File: config.mk
export PLATFORM = sky130hd
export DESIGN_NAME = regfile_wr_arbiter
export DESIGN_NICKNAME = d
export VERILOG_FILES = /design/src/rtl/regfile_pkg.sv /design/src/rtl/regfile_wdec.sv /design/src/rtl/regfile_wr_arbiter.sv
export SDC_FILE = /design/constraint.sdc
export NUM_CORES = 1
export LEC_CHECK = 0
export CORE_AREA = 4 4 104 106
export DETAILED_ROUTE_END_ITERATION = 6
export DIE_AREA = 0 0 108 110
export GPL_TIMING_DRIVEN = 0
export PLACE_DENSITY = 0.84
export SYNTH_ARGS = -nofsm -noshare
export SYNTH_HDL_FRONTEND = slang
export SYNTH_SLANG_ARGS = --single-unit
export TNS_END_PERCENT = 100
File: constraint.sdc
create_clock -name Clk -period 3.7 [get_ports Clk]
set_input_delay 0.37 -clock Clk [delete_from_list [all_inputs] [get_ports Clk]]
set_output_delay 0.37 -clock Clk [all_outputs]
set_load 0.01 [all_outputs]
File: src/rtl/regfile_pkg.sv
// Shared constants and types for the register-file write-port arbiter.
package regfile_pkg;

    localparam int unsigned RF_AW   = 5;
    localparam int unsigned RF_DW   = 32;
    localparam int unsigned RF_NREG = 1 << RF_AW;
    localparam int unsigned R0_IDX  = 0;

    // Requester identity; also the round-robin pointer encoding.
    typedef enum logic {
        REQ_A = 1'b0,
        REQ_B = 1'b1
    } req_e;

    function automatic req_e other_req(input req_e r);
        return (r == REQ_A) ? REQ_B : REQ_A;
    endfunction

endpackage

File: src/rtl/regfile_wdec.sv
// AW-to-NREG one-hot decoder with enable and optional r0 suppression.
module regfile_wdec
    import regfile_pkg::*;
#(
    parameter int unsigned AW           = RF_AW,
    parameter int unsigned NREG         = RF_NREG,
    parameter int unsigned R0_HARDWIRED = 1
) (
    input  logic            en,
    input  logic [AW-1:0]   addr,
    output logic [NREG-1:0] onehot
);

    // Compare the address against every register index; r0 never decodes when hardwired.
    always_comb begin
        onehot = '0;
        for (int unsigned i = 0; i < NREG; i++) begin
            onehot[i] = en && (addr == AW'(i)) && !((R0_HARDWIRED != 0) && (i == R0_IDX));
        end
    end

endmodule

File: src/rtl/regfile_wr_arbiter.sv
// Two-requester round-robin arbiter for the single regfile write port,
// with registered one-hot enables, write data and a pending-write scoreboard.
module regfile_wr_arbiter
    import regfile_pkg::*;
#(
    parameter int unsigned AW           = RF_AW,
    parameter int unsigned DW           = RF_DW,
    parameter int unsigned NREG         = RF_NREG,
    parameter int unsigned R0_HARDWIRED = 1
) (
    input  logic            Clk,
    input  logic            Clr,
    input  logic            ReqA,
    input  logic [AW-1:0]   AddrA,
    input  logic [DW-1:0]   DataA,
    output logic            AckA,
    input  logic            ReqB,
    input  logic [AW-1:0]   AddrB,
    input  logic [DW-1:0]   DataB,
    output logic            AckB,
    input  logic            Resv,
    input  logic [AW-1:0]   ResvAddr,
    output logic [NREG-1:0] We,
    output logic [DW-1:0]   Wd,
    output logic [NREG-1:0] Pend
);

    req_e            ptr;
    logic            gnt_any;
    req_e            gnt_who;
    logic [AW-1:0]   gnt_addr;
    logic [DW-1:0]   gnt_data;
    logic [NREG-1:0] we_next;
    logic [NREG-1:0] pend_set;

    // Grant selection: a lone requester wins, the pointer breaks ties; nothing while in reset.
    always_comb begin
        AckA     = 1'b0;
        AckB     = 1'b0;
        gnt_any  = 1'b0;
        gnt_who  = REQ_A;
        gnt_addr = '0;
        gnt_data = '0;
        if (!Clr) begin
            if (ReqA && (!ReqB || ptr == REQ_A)) begin
                AckA     = 1'b1;
                gnt_any  = 1'b1;
                gnt_who  = REQ_A;
                gnt_addr = AddrA;
                gnt_data = DataA;
            end else if (ReqB) begin
                AckB     = 1'b1;
                gnt_any  = 1'b1;
                gnt_who  = REQ_B;
                gnt_addr = AddrB;
                gnt_data = DataB;
            end
        end
    end

    regfile_wdec #(
        .AW          (AW),
        .NREG        (NREG),
        .R0_HARDWIRED(R0_HARDWIRED)
    ) u_we_dec (
        .en    (gnt_any),
        .addr  (gnt_addr),
        .onehot(we_next)
    );

    regfile_wdec #(
        .AW          (AW),
        .NREG        (NREG),
        .R0_HARDWIRED(R0_HARDWIRED)
    ) u_resv_dec (
        .en    (Resv),
        .addr  (ResvAddr),
        .onehot(pend_set)
    );

    // Register the write port, advance the pointer past the winner, and update the scoreboard.
    always_ff @(posedge Clk or posedge Clr) begin
        if (Clr) begin
            ptr  <= REQ_A;
            We   <= '0;
            Wd   <= '0;
            Pend <= '0;
        end else begin
            We <= we_next;
            if (gnt_any) begin
                Wd  <= gnt_data;
                ptr <= other_req(gnt_who);
            end
            // A new reservation landing on the commit edge must survive the clear.
            Pend <= (Pend & ~We) | pend_set;
        end
    end

endmodule

==> metrics.log <==
[metrics] count of buffers added by post-CTS timing repair for setup: 0
[metrics] number of instances in the synthesized netlist: 401
[metrics] status: complete, no violations
[metrics] biggest area contributors in the synthesized netlist: sky130_fd_sc_hd__dfrtp_1 (59%), sky130_fd_sc_hd__and3_1 (5.0%), sky130_fd_sc_hd__o22ai_1 (4.8%)
[metrics] cells along the critical path: clkdlybuf4s50_1 > a21boi_4 > buf_2 > buf_2 > nor2_1 > clkdlybuf4s50_1
[metrics] synthesized area per cell: 10.1 um2
[metrics] total of endpoints with negative setup slack in the final report: 0
[metrics] # fillers: 770
[metrics] total inserted antenna cells: 0
[metrics] number of gates resized after cts: 0
[metrics] CTS buffer count: 9
[metrics] peak fanout along the critical path: 10
[metrics] routed metal-1 wirelength: 4.45 mm
[metrics] WL/cell: approximately 16 um
[metrics] final RePlAce weighted congestion: 0.803
[metrics] Startpoint Class: input port
[metrics] count of standard-cell rows: 36
[metrics] DRC violations left: 0
[metrics] Slew headroom: 0.574
[metrics] power per cell area: 442 nW/um2
[metrics] DP HPWL: 9.49 mm
[metrics] global-route wire length before repair: 18.6 mm
[metrics] TritonCTS clock tree: yes
[metrics] net switching fraction of the power: 0.279
[metrics] highest layer used for signal routing: met4
[metrics] Skew-Pair Late Insertion Delay: 0.36 ns
[metrics] share of the yosys chip area belonging to registers: 0.589
[metrics] share of total power in the clock network: 0.287
[metrics] post-route clock period utilization: 0.730
[metrics] fraction of synthesized cell area taken by the top area cell type: 0.589
[metrics] routed vias: 3712
[metrics] total of warnings raised by yosys: 0
[metrics] Max stage delay on crit path: 0.52 ns
[metrics] total standard cell area after synthesis: between 4000 and 5000 um2
[metrics] detailed-route wire length: 11.9 mm
[metrics] number of buffer and inverter stages on the critical path: 4
[metrics] post-layout net count: 676
[metrics] number of enable flip-flop cells after synthesis: 0
[metrics] time the final worst path needs with I/O delays and setup: roughly 2.7 ns
[metrics] amount of wire on met2 after detailed routing: a little over 6 mm
[metrics] combinational share of power: 0.266
[metrics] starting utilization of the core area: 0.413
[metrics] ANT nets after route: 0
[metrics] top achievable clock speed: 370 MHz
[metrics] switching power: 771 uW
[metrics] count of routing violations after the opening detailed-route iteration: 163
[metrics] chip height: 110 um
[metrics] number of synthesized register bits: 95
[metrics] number of buffers added on ports: ~180
[metrics] Fin. Hold Viols: 0
[metrics] proportion of power drawn by flip-flops and latches: 0.447
[metrics] GR Overflow Total: 0
[metrics] Max rail drop VDD: 0.211 mV
[metrics] kind of end point of the critical path: output pin
[metrics] required time worst endpoint: 3.33 ns
[metrics] count of different cell masters after synthesis: 36
[metrics] x dimension of the die: 108 um
[metrics] CP top delay family: buffers and inverters
[metrics] Final Max Tran Viols: 0
[metrics] slew of the pin with the lowest slew margin: between 0.6 and 0.7 ns
[metrics] number of iterations in the first detailed-routing pass: 4
[metrics] Int Pwr: 1990 uW
[metrics] number of hold-repair buffers added at the cts stage: 0
[metrics] ys async rst share: 1.00
[metrics] share of post-route cells with drive strength above 1: 0.0754
[metrics] post-CTS clock slew at the launch and capture registers of the worst setup and hold paths: 0.10 ns
[metrics] core area: between 9000 and 10000 um2
[metrics] via/cell ratio: around 5
[metrics] worst path arrival time: 2.33 ns
[metrics] classification of the worst setup path: in -> out
[metrics] largest net degree at the start of global routing: 71
[metrics] # clock sinks: 95
[metrics] Total Neg Setup Slack: 0 ns
[metrics] highest-delay cell along the critical path: sky130_fd_sc_hd__clkdlybuf4s50_1
[metrics] Total Routing Usage GR: 0.202
[metrics] met3 wire len: 1.16 mm
[metrics] buffer levels on the longest clock path: 2
[metrics] post-route clock skew: approximately 0.010 ns
[metrics] kind of path behind the tightest hold check: in -> async
[metrics] H-tree levels: 3
[metrics] die footprint: 11900 um2
[metrics] Static Leakage: 0.00280 uW
[metrics] post-synth top area cell: sky130_fd_sc_hd__dfrtp_1
[metrics] vias in the first global route: 3763
[metrics] master cell of the clock root buffer: sky130_fd_sc_hd__clkbuf_8
[metrics] RSZ-0062 raised after global routing: false
[metrics] # Max-Cap Violations: 0
[metrics] initial antenna violation count: 0
[metrics] Primary FF master, synth: sky130_fd_sc_hd__dfrtp_1
[metrics] Core Util, Final: 0.640
[metrics] Synth-to-Final Area Change: 55.0%
[metrics] number of top-level pins: ~180
flip-flops by register name (all words and copies together) (netlist names):
| signal | cells |
|---|---|
| We | 31 |
| Pend | 31 |
| Wd | 32 |
| ptr | 1 |
worst register-to-register path, cell delays in order (launching register included):
cell and delay (ns):
sky130_fd_sc_hd__dfrtp_1 0.44, sky130_fd_sc_hd__nand2b_1 0.18, sky130_fd_sc_hd__buf_6 0.14, sky130_fd_sc_hd__a32oi_1 0.40
sky130_fd_sc_hd__nand2_1 0.28, sky130_fd_sc_hd__nor3_1 0.28
power by group through the flow:
stage	registers, uW	logic (uW)	clock network (uW)
2_1_floorplan	1310	250	0
3_3_place_gp	1250	715	0
3_5_place_dp	1260	740	0
4_1_cts	1240	742	808
5_1_grt	1250	798	852
6_report	1230	734	794
layout make-up:
cell class / instances / area [um2] / area share
multi-input cells: 249 / 1410 / 0.226
well taps: 133 / 166 / 0.0266
clock inverters: 5 / 86.3 / 0.0138
inverters: 32 / 123 / 0.0196
clock buffers: 11 / 151 / 0.0242
repair buffers: 179 / 1810 / 0.289
flip-flops and latches: 95 / 2380 / 0.380
plain buffers: 26 / 129 / 0.0206
worst paths after layout:
path | start | end | slack (ns) | depth (start not counted)
setup reg to reg | ptr | We[17] | 1.90 | 5
min in group Clk | We[31] | Pend[31] | 0.47 | 1
setup / recovery | ReqA | AckB | 1.0 | 6
max in group asynchronous | Clr | Pend[14] | 2.60 | 3
hold / removal | Clr | Wd[23] | 0.46 | 2
hold reg to reg | We[31] | Pend[31] | 0.47 | 1
synthesized netlist by cell type, types with 6 or more instances:
master / count
sky130_fd_sc_hd__dfrtp_1: 95
sky130_fd_sc_hd__nand2_1: 43
sky130_fd_sc_hd__o21ai_0: 33
sky130_fd_sc_hd__a21oi_1: 32
sky130_fd_sc_hd__and3_1: 32
sky130_fd_sc_hd__inv_1: 32
sky130_fd_sc_hd__o22ai_1: 31
sky130_fd_sc_hd__nor2_1: 22
sky130_fd_sc_hd__clkbuf_1: 17
sky130_fd_sc_hd__nand3_1: 10
sky130_fd_sc_hd__nor3_1: 6
sky130_fd_sc_hd__nor3_2: 6
cells in the final DEF, fill, tap and decap left out, drive strengths merged, types with 2 or more instances in the layout:
| cell type | count |
|---|---|
| nand2 | 43 |
| a32oi | 5 |
| o21ai | 34 |
| a21oi | 32 |
| nor3 | 12 |
| nand2b | 3 |
| nor3b | 2 |
| nor2b | 5 |
| or2 | 3 |
| or3 | 2 |
| bufinv | 2 |
| conb | 2 |
| o22ai | 31 |
| clkbuf | 28 |
| inv | 34 |
| a32o | 3 |
| nand3 | 10 |
| dfrtp | 95 |
| nor2 | 22 |
| buf | 10 |
| or3b | 2 |
| and3 | 32 |
| clkdlybuf4s50 | 178 |
logic make-up (layout without fill, tap and decap cells):
logic type	Yosys count	count (layout)	share of synthesized area
AND/OR/NAND/NOR	139	139	0.180
AO/OA/AOI/OAI	108	108	0.169
flip-flops	95	95	0.589
buffers and inverters	58	253	0.0617
other	1	2	0.000929
metal layers:
layer,GRT usage,vias up
met4,0.0803,0
li1,-,1760
met5,0,-
met1,0.227,1761
met2,0.363,172
met3,0.0565,19
per-stage QoR:
| stage | power (uW) | setup slack (ns) | hold slack (ns) | cells | instance area [um2] |
|---|---|---|---|---|---|
| 2_1_floorplan | 1560 | 0.0501 | 0.500 | 402 | 4040 |
| 3_3_place_gp | 1960 | -1.74 | 0.450 | 713 | 5990 |
| 3_5_place_dp | 2000 | 0.978 | 0.454 | 714 | 6020 |
| 4_1_cts | 2790 | 0.972 | 0.465 | 730 | 6260 |
| 5_1_grt | 2900 | 0.889 | 0.483 | 730 | 6260 |
| 6_report | 2760 | 1.00 | 0.463 | 730 | 6260 |
Power figures use the tool's default switching activity.
